**src/rtl/bsg_mul_iterative_mac_if.sv**
```systemverilog
// Operation/result channel of the iterative MAC: valid/ready request side, valid/yumi result side.
interface bsg_mul_iterative_mac_if #(
    parameter int unsigned width_p     = 32,
    parameter int unsigned tag_width_p = 4
);
    logic                     v_i;
    logic                     ready_o;
    logic [width_p-1:0]       opA_i;
    logic                     opA_is_signed_i;
    logic [width_p-1:0]       opB_i;
    logic                     opB_is_signed_i;
    logic [2*width_p-1:0]     opC_i;
    logic [tag_width_p-1:0]   tag_i;
    logic                     v_o;
    logic [2*width_p-1:0]     result_o;
    logic [tag_width_p-1:0]   tag_o;
    logic                     yumi_i;

    modport master (
        output v_i, opA_i, opA_is_signed_i, opB_i, opB_is_signed_i, opC_i, tag_i, yumi_i,
        input  ready_o, v_o, result_o, tag_o
    );

    modport slave (
        input  v_i, opA_i, opA_is_signed_i, opB_i, opB_is_signed_i, opC_i, tag_i, yumi_i,
        output ready_o, v_o, result_o, tag_o
    );
endinterface

```
**src/rtl/bsg_mul_iterative_mac.sv**
```systemverilog
// Iterative sign-magnitude multiply-accumulate: result = A*B + C mod 2^(2*width_p),
// retiring iter_step_p multiplier bits per cycle with optional early termination.
module bsg_mul_iterative_mac #(
    parameter int unsigned width_p      = 32,
    parameter int unsigned iter_step_p  = 8,
    parameter int unsigned tag_width_p  = 4,
    parameter int unsigned early_term_p = 1
) (
    input  logic clk_i,
    input  logic reset_n_i,
    bsg_mul_iterative_mac_if.slave mac_if
);

    localparam int unsigned prod_w_lp = 2 * width_p;
    localparam int unsigned steps_lp  = width_p / iter_step_p;
    localparam int unsigned cnt_w_lp  = $clog2(steps_lp + 1);
    localparam int unsigned sh_w_lp   = $clog2(prod_w_lp);

    if ((iter_step_p == 0) || (iter_step_p > width_p) || ((width_p % iter_step_p) != 0)) begin : g_bad_params
        $error("bsg_mul_iterative_mac: width_p must be a non-zero multiple of iter_step_p");
    end

    typedef enum logic [1:0] {eIDLE, eCALC, eFIX, eDONE} state_e;

    state_e                 state_q, state_d;
    logic [width_p-1:0]     a_mag_q, a_mag_d;
    logic [width_p-1:0]     b_mag_q, b_mag_d;
    logic                   neg_q, neg_d;
    logic [prod_w_lp-1:0]   c_q, c_d;
    logic [tag_width_p-1:0] tag_q, tag_d;
    logic [prod_w_lp-1:0]   prod_q, prod_d;
    logic [cnt_w_lp-1:0]    digit_q, digit_d;
    logic [prod_w_lp-1:0]   result_q, result_d;
    logic [tag_width_p-1:0] tag_out_q, tag_out_d;
    logic                   v_q, v_d;
    logic                   ready_q, ready_d;

    logic                   a_neg_c, b_neg_c, last_calc_c;
    logic [prod_w_lp-1:0]   partial_c, fixed_c;
    logic [sh_w_lp-1:0]     shamt_c;

    // Next-state and datapath
    always_comb begin
        state_d   = state_q;
        a_mag_d   = a_mag_q;
        b_mag_d   = b_mag_q;
        neg_d     = neg_q;
        c_d       = c_q;
        tag_d     = tag_q;
        prod_d    = prod_q;
        digit_d   = digit_q;
        result_d  = result_q;
        tag_out_d = tag_out_q;

        a_neg_c   = mac_if.opA_is_signed_i & mac_if.opA_i[width_p-1];
        b_neg_c   = mac_if.opB_is_signed_i & mac_if.opB_i[width_p-1];
        partial_c = prod_w_lp'(a_mag_q) * prod_w_lp'(b_mag_q[iter_step_p-1:0]);
        shamt_c   = sh_w_lp'(digit_q) * sh_w_lp'(iter_step_p);
        fixed_c   = neg_q ? (-prod_q) : prod_q;

        // A check cycle after each retired digit decides whether any multiplier bits remain
        last_calc_c = (digit_q != '0)
                   && ((digit_q == cnt_w_lp'(steps_lp))
                       || ((early_term_p != 0) && (b_mag_q == '0)));

        unique case (state_q)
            eIDLE: begin
                if (mac_if.v_i) begin
                    state_d = eCALC;
                    a_mag_d = a_neg_c ? (-mac_if.opA_i) : mac_if.opA_i;
                    b_mag_d = b_neg_c ? (-mac_if.opB_i) : mac_if.opB_i;
                    neg_d   = a_neg_c ^ b_neg_c;
                    c_d     = mac_if.opC_i;
                    tag_d   = mac_if.tag_i;
                    prod_d  = '0;
                    digit_d = '0;
                end
            end
            eCALC: begin
                if (last_calc_c) begin
                    state_d = eFIX;
                end else begin
                    prod_d  = prod_q + (partial_c << shamt_c);
                    b_mag_d = b_mag_q >> iter_step_p;
                    digit_d = digit_q + cnt_w_lp'(1);
                end
            end
            eFIX: begin
                result_d  = fixed_c + c_q;
                tag_out_d = tag_q;
                state_d   = eDONE;
            end
            eDONE: begin
                if (mac_if.yumi_i) begin
                    state_d = eIDLE;
                end
            end
            default: state_d = eIDLE;
        endcase

        v_d     = (state_d == eDONE);
        ready_d = (state_d == eIDLE);
    end

    always_ff @(posedge clk_i or negedge reset_n_i) begin
        if (!reset_n_i) begin
            state_q   <= eIDLE;
            a_mag_q   <= '0;
            b_mag_q   <= '0;
            neg_q     <= 1'b0;
            c_q       <= '0;
            tag_q     <= '0;
            prod_q    <= '0;
            digit_q   <= '0;
            result_q  <= '0;
            tag_out_q <= '0;
            v_q       <= 1'b0;
            ready_q   <= 1'b1;
        end else begin
            state_q   <= state_d;
            a_mag_q   <= a_mag_d;
            b_mag_q   <= b_mag_d;
            neg_q     <= neg_d;
            c_q       <= c_d;
            tag_q     <= tag_d;
            prod_q    <= prod_d;
            digit_q   <= digit_d;
            result_q  <= result_d;
            tag_out_q <= tag_out_d;
            v_q       <= v_d;
            ready_q   <= ready_d;
        end
    end

    assign mac_if.ready_o  = ready_q;
    assign mac_if.v_o      = v_q;
    assign mac_if.result_o = result_q;
    assign mac_if.tag_o    = tag_out_q;

endmodule
```
**src/flat_wrapper.sv**
```systemverilog
// flat-port wrapper written by rule: the top's interface ports become plain ports
module bsg_mul_iterative_mac_flat 
#(
    parameter int unsigned width_p      = 32,
    parameter int unsigned iter_step_p  = 8,
    parameter int unsigned tag_width_p  = 4,
    parameter int unsigned early_term_p = 1
)
  (clk_i, reset_n_i, mac_if_v_i, mac_if_opA_i, mac_if_opA_is_signed_i, mac_if_opB_i, mac_if_opB_is_signed_i, mac_if_opC_i, mac_if_tag_i, mac_if_yumi_i, mac_if_ready_o, mac_if_v_o, mac_if_result_o, mac_if_tag_o);
  bsg_mul_iterative_mac_if #(.width_p(width_p), .tag_width_p(tag_width_p)) mac_if_i ();
  input  logic clk_i;
  input  logic reset_n_i;
  input wire logic [$bits(mac_if_i.v_i)-1:0] mac_if_v_i;
  input wire logic [$bits(mac_if_i.opA_i)-1:0] mac_if_opA_i;
  input wire logic [$bits(mac_if_i.opA_is_signed_i)-1:0] mac_if_opA_is_signed_i;
  input wire logic [$bits(mac_if_i.opB_i)-1:0] mac_if_opB_i;
  input wire logic [$bits(mac_if_i.opB_is_signed_i)-1:0] mac_if_opB_is_signed_i;
  input wire logic [$bits(mac_if_i.opC_i)-1:0] mac_if_opC_i;
  input wire logic [$bits(mac_if_i.tag_i)-1:0] mac_if_tag_i;
  input wire logic [$bits(mac_if_i.yumi_i)-1:0] mac_if_yumi_i;
  output wire logic [$bits(mac_if_i.ready_o)-1:0] mac_if_ready_o;
  output wire logic [$bits(mac_if_i.v_o)-1:0] mac_if_v_o;
  output wire logic [$bits(mac_if_i.result_o)-1:0] mac_if_result_o;
  output wire logic [$bits(mac_if_i.tag_o)-1:0] mac_if_tag_o;
  assign mac_if_i.v_i = mac_if_v_i;
  assign mac_if_i.opA_i = mac_if_opA_i;
  assign mac_if_i.opA_is_signed_i = mac_if_opA_is_signed_i;
  assign mac_if_i.opB_i = mac_if_opB_i;
  assign mac_if_i.opB_is_signed_i = mac_if_opB_is_signed_i;
  assign mac_if_i.opC_i = mac_if_opC_i;
  assign mac_if_i.tag_i = mac_if_tag_i;
  assign mac_if_i.yumi_i = mac_if_yumi_i;
  assign mac_if_ready_o = mac_if_i.ready_o;
  assign mac_if_v_o = mac_if_i.v_o;
  assign mac_if_result_o = mac_if_i.result_o;
  assign mac_if_tag_o = mac_if_i.tag_o;
  bsg_mul_iterative_mac #(.width_p(width_p), .iter_step_p(iter_step_p), .tag_width_p(tag_width_p), .early_term_p(early_term_p)) u_core (.clk_i(clk_i), .reset_n_i(reset_n_i), .mac_if(mac_if_i));
endmodule
```
**config.mk**
```make
export PLATFORM = sky130hd
export DESIGN_NAME = bsg_mul_iterative_mac_flat
export DESIGN_NICKNAME = d
export VERILOG_FILES = /design/src/rtl/bsg_mul_iterative_mac_if.sv /design/src/rtl/bsg_mul_iterative_mac.sv /design/src/flat_wrapper.sv
export SDC_FILE = /design/constraint.sdc
export NUM_CORES = 2
export LEC_CHECK = 0
export ABC_CLOCK_PERIOD_IN_PS = 8200
export BUFFER_PORTS_ARGS = -buffer_cell sky130_fd_sc_hd__buf_2
export CORE_AREA = 2 2 247 273
export CTS_CLUSTER_SIZE = 12
export DETAILED_ROUTE_END_ITERATION = 8
export DIE_AREA = 0 0 249 275
export MAX_ROUTING_LAYER = met4
export PLACE_DENSITY = 0.69
export SLEW_MARGIN = 20
export SYNTH_ARGS = -nofsm -noshare
export SYNTH_HDL_FRONTEND = slang
export SYNTH_SLANG_ARGS = --single-unit
```
**constraint.sdc**
```tcl
create_clock -name clk_i -period 8.2 [get_ports clk_i]
set_input_delay 0.41 -clock clk_i [delete_from_list [all_inputs] [get_ports clk_i]]
set_output_delay 0.41 -clock clk_i [all_outputs]
set_load 0.02 [all_outputs]
```
Word-level counts from Yosys, hierarchy flattened
Cells that the tools add are included.
{ "classes": {"addsub": 6, "mul": 1, "eq_ne": 7, "shift": 1, "n_mux": 16, "bitwise_logic": 3, "reduce_logical": 9} }
{ "ops": {"columns": ["cell", "n"], "rows": [
  ["$mux 64", 3],
  ["$add 64x64->64", 2],
  ["$mux 32", 4],
  ["$pmux 64 s2", 1],
  ["$neg 32->32", 2],
  ["$neg 64->64", 1],
  ["$pmux 32 s2", 1],
  ["$shl 40x6->64", 1],
  ["$mul 32x8->40", 1],
  ["$logic_not 32->1", 1],
  ["$pmux 2 s4", 1],
  ["$eq 2x2->1 const B", 3],
  ["$mux 2", 3],
  ["$mux 3", 2],
  ["$pmux 3 s2", 1],
  ["$logic_not 2->1", 2],
  ["$ne 2x2->1 const B", 2],
  ["$add 3x1->3 const B", 1],
  ["$eq 3x3->1 const B", 1],
  ["$reduce_and 3->1", 1],
  ["$reduce_bool 3->1", 1],
  ["$and 1x1->1", 2],
  ["$eq 2x1->1 const B", 1],
  ["$reduce_and 2->1", 1],
  ["other kinds (4)", 4]
]} }
{ "word_totals": {"regBits": 272, "output_inout_bits": 70, "word_cells": 55} }

Depth between registers and ports, before layout
{ "depth": {"depth_word": 6, "depth_mapped": 36} }

Worst setup path before layout
No wires, ideal clock.
{ "synth_timing": {"path_type": "register -> register", "start": "register u_core.b_mag_q[7]", "end": "register u_core.prod_q[58]", "setup_ns": 0.149, "arrival_time_ns": 7.828, "t_required_ns": 8.051, "setup_slack_ns": 0.223, "path_stages_with_launch": 34, "n_path_buf": 2, "synth_period_minus_slack_ns": 7.977, "cell_sequence": "dfrtp_1 clkbuf_1 nand2_1 fa_1 fa_1 inv_1 fa_1 inv_1 fa_1 inv_1 ha_1 a21oi_1 o221ai_1 o21bai_1 a22oi_1 o41a_1 o41a_1 o21ai_0 xnor2_1 mux2i_1 mux2_2 o22ai_1 ha_1 clkbuf_1 a21o_1 o221ai_1 o311a_1 o221a_2 o41a_1 o21ai_0 a21oi_1 o21bai_1 mux2i_1 o311ai_0"} }
{ "synth_between": {"elab_chain_cells": 5, "elab_cells_between_ends": 10, "cone_classes": "add/sub: 1; mul: 1; eq/ne: 1; shift: 1; mux: 2; reduce/logical: 4"} }
{ "synth_rtl": {"columns": ["item", "line", "text"], "rows": [
  ["start: declaration", "bsg_mul_iterative_mac.sv:27", "logic [width_p-1:0] b_mag_q, b_mag_d;"],
  ["start signal: assignment", "bsg_mul_iterative_mac.sv:122", "b_mag_q <= b_mag_d;"],
  ["$mul 32x8->40 or $logic_not 32->1 (tied branches)", "bsg_mul_iterative_mac.sv:57, bsg_mul_iterative_mac.sv:64", null],
  ["$shl 40x6->64 or $logic_or 1x1->1 (tied branches)", "bsg_mul_iterative_mac.sv:83, bsg_mul_iterative_mac.sv:64", null],
  ["$add 64x64->64 or $logic_and 1x1->1 (tied branches)", "bsg_mul_iterative_mac.sv:83, bsg_mul_iterative_mac.sv:63", null],
  ["$mux 64 or $ne 2x2->1 (tied branches)", null, null],
  ["$pmux 64 s2 or $reduce_and 3->1 (tied branches)", null, null],
  ["end signal: assignment", "bsg_mul_iterative_mac.sv:126", "prod_q <= prod_d;"],
  ["end: declaration", "bsg_mul_iterative_mac.sv:31", "logic [prod_w_lp-1:0] prod_q, prod_d;"]
]} }
Parallel ways exist; a longest one is shown, timed or not. The select of a mux whose other input is x is not followed.
A chain may end at the register's enable or synchronous reset.

Worst setup path after layout
{ "layout_timing": {"start": "register u_core.b_mag_q[5]", "end": "register u_core.prod_q[56]"} }
The elaborated chain is that of the path after synthesis.

==> key figures <==
Detailed routing
  – Iter 0 DRT Violations: 1,671
  – Wire per inst: 17.5 um
  – Drc violations: 0
  – Avg Vias per Cell: 5.49
  – Vias: 27,000
  – DRT Pass-1 Iters: 7
  – Routed Antenna Nets: 0
  – Routed WL: 86,100 um

CTS
  – CTS Root Buffer Type: clkbuf_16
  – H-Tree Depth: 2
  – TritonCTS clock tree: done
  – Clock Latency Late Sink: 560 ps
  – Clk pin slew, worst setup/hold paths: 60 ps
  – Clk sinks: 272
  – CTS Buffer Depth: 3
  – CTS buffer count: 34

Final layout
  – Nets@finish: 4,543
  – Area growth from synthesis to layout: 19.2%
  – Final design utilization: 53.2%
  – Antenna cell count: 0
  – Layout cells sized above 1: 17.4%

Critical path
  – WS Path Type: flip-flop to flip-flop
  – Crit path arrival time: 8460 ps
  – FF-to-FF setup slack: 200 ps
  – Slowest stage cell, crit path: fa_1
  – Reg2Reg Depth: 32
  – CP dominant cell by count: fa_1
  – Max incr delay on CP: 550 ps
  – CP required: 8660 ps
  – Crit Reg-Reg Endpoint: u_core.prod_q[56]
  – Crit path max fanout: 13
  – Setup crit end kind: flip-flop
  – Worst r2r src: u_core.b_mag_q[5]
  – CP Launch Type: flip-flop

Synth
  – Mean Syn Cell Area: 8.02 um2
  – Primary FF master, synth: dfrtp_1
  – Number of synthesized register bits: 272
  – Ys async rst share: 100%
  – Synthesized area: 29,400 um2
  – Unique cell type count in the Yosys netlist: 80
  – Sequential share of the synthesized area: 23.2%
  – Count of flip-flops with a built-in enable after synthesis: 0
  – Mapped Nets: 4,177
  – Syn Inst Count: 3,661
  – Synth Warn #: 0

Placed design
  – IO buf count: 207
  – Final Wtd Congestion: 0.965
  – HPWL Detailed: 68,000 um

Global routing
  – Pin count of the biggest net entering global routing: 93
  – Vias in the first global route: 26,400
  – Total track usage: 25.2%
  – First-pass GRT wire length: 137,000 um
  – Grt total ovfl: 0
  – Initial antenna violation count: 0

Timing
  – Final hold viol count: 0
  – Tmin final: 8000 ps
  – Period utilization: 97.5%
  – Max_slew headroom: 32.3%
  – Setup violators final: 0
  – Worst Skew: 20.1 ps
  – Worst Tran Pin Value: 1020 ps
  – Fmax: 125 MHz
  – RSZ-0062 raised after global routing: yes
  – Fin. max-slew vios: 0

Outcome
  – Status: finished clean

Worst hold path
  – Hold Crit Class: primary input to flip-flop
  – Hold worst-path end: u_core.c_q[23]
  – Min-delay src: mac_if_opC_i[23]
  – WHS Path Cells: 3

Floorplanning
  – Initial core utilization: 44.6%
  – Row count: 99
  – Core area: 65,800 um2
  – Die height: 275 um
  – Die area: 68,500 um2
  – Die width: 249 um
  – # IOs: 208

Job
  – Max-Cap Viols: 0
==> worst max-delay path by stage <==
stage	startpoint	cells past startpoint	endpoint	slack, ps
2_1_floorplan	u_core.b_mag_q[7]	33	u_core.prod_q[58]	220
3_3_place_gp	u_core.b_mag_q[7]	39	u_core.prod_q[55]	-80
3_5_place_dp	u_core.b_mag_q[7]	35	u_core.prod_q[55]	-210
4_1_cts	u_core.b_mag_q[7]	31	u_core.prod_q[56]	3
5_1_grt	u_core.b_mag_q[3]	35	u_core.prod_q[56]	-110
6_report	u_core.b_mag_q[5]	32	u_core.prod_q[56]	200
==> state kept, by name (all words and copies together) (netlist names), 2 cells and up <==
register                count
u_core.state_q              2
u_core.a_mag_q             32
u_core.digit_q              3
u_core.b_mag_q             32
u_core.tag_q                4
u_core.c_q                 64
u_core.mac_if.result_o     64
u_core.prod_q              64
u_core.mac_if.tag_o         4
==> cells by family after synthesis <==
family / count (synthesis) / share of synthesized area (%)
adders and majority gates: 378 / 20.8
DFF: 272 / 23.2
AOI/OAI and AO/OA: 949 / 19.9
muxes: 27 / 0.933
xor gates and xnor gates: 267 / 7.97
and+or+nand+nor: 1324 / 21.6
buffers and inverters: 444 / 5.71
==> routing by layer <==
layer | share of wire [%] | track usage (%) | up-vias
met4 | 3.9 | 9.28 | 0
li1 | - | - | 13300
met1 | 43 | 31.0 | 12900
met2 | 49 | 43.0 | 674
met5 | 0 | - | -
met3 | 4.2 | 2.71 | 160
==> timing repair <==
action	CTS	global route
gates resized for setup	11	120
setup buffers	0	10
gates cloned	0	3
endpoints found under the hold margin	83	0
hold buffers	1	0
endpoints found under the setup margin	14	34
pin swaps	0	66
==> Yosys cell counts, types with 11 or more instances <==
library cell	count	area share, %
o211ai_1	21	0.54
buf_1	16	0.20
and2_1	233	5.0
or2_2	11	0.23
fa_1	182	12
clkbuf_1	164	2.1
or4_1	15	0.38
a21o_1	107	2.7
o21ai_0	331	5.6
o21a_1	19	0.49
nor4_1	28	0.60
o21bai_1	36	0.92
nand4_1	41	0.87
xnor2_1	182	5.4
mux2i_1	24	0.82
a31oi_1	16	0.34
nand2_1	578	7.4
inv_1	261	3.3
a21oi_1	237	4.0
a211oi_1	17	0.43
ha_1	196	8.4
xor2_1	85	2.5
o31ai_1	39	1.0
nor2b_1	13	0.28
o22ai_1	16	0.34
and3_1	17	0.36
nand3_1	103	1.8
nor3_1	31	0.53
nand2b_1	18	0.38
or3_1	22	0.47
dfrtp_1	271	23
o41ai_1	18	0.54
nor2_1	175	2.2
==> cell usage in the layout (no fill, tap or decap), types with 15 or more instances in the layout <==
master	Yosys	final
nor2_1	175	169
a21oi_1	237	221
ha_1	196	181
clkbuf_16	0	37
o31ai_1	39	38
nand2b_1	18	17
nor4_1	28	24
a21oi_2	0	15
nand2_1	578	576
dfrtp_1	271	267
and2_1	233	232
nand3_1	103	99
a31oi_1	16	15
o21ai_0	331	310
nand4_1	41	41
inv_1	261	260
fa_1	182	181
a21o_1	107	107
or3_1	22	22
buf_2	1	206
and3_1	17	17
buf_4	0	291
o21bai_1	36	34
xnor2_1	182	180
nor3_1	31	30
mux2i_1	24	22
xor2_1	85	84
o41ai_1	18	18
o21a_1	19	18
or4_1	15	15
o211ai_1	21	21
==> cell type report <==
cell class | instances | area, um2
clock buffer | 46 | 976
fill | 6242 | 30800
sequential | 272 | 6810
inverter | 262 | 983
clock inverter | 15 | 186
tap | 858 | 1070
timing repair buffer | 512 | 3510
multi-input combinational | 2945 | 21500
==> worst max-delay path: cells and delay by family, from the launching register on <==
kind,cells,cell delay [ps]
compound gates,10,2360
xor+xnor,2,340
fa+ha+maj,6,2740
buf+inv,7,920
flops,1,450
mux,1,170
simple gates,6,950
==> stage by stage <==
step / setup TNS (ps) / worst slack [ps] / cells / cell area, um2 / hold slack [ps]
4_1_cts: 0 / 3.41 / 4897 / 34300 / 12.3
2_1_floorplan: 0 / 223 / 3661 / 29400 / 114
3_5_place_dp: -1390 / -210 / 4835 / 33100 / 449
6_report: 0 / 205 / 4910 / 35000 / 39.1
3_3_place_gp: -145 / -81.1 / 4835 / 33100 / 449
5_1_grt: -500 / -110 / 4910 / 35000 / 30.8
Power is not shown: default switching activity piles up to over one toggle a cycle in this logic, so the estimate is an artifact.
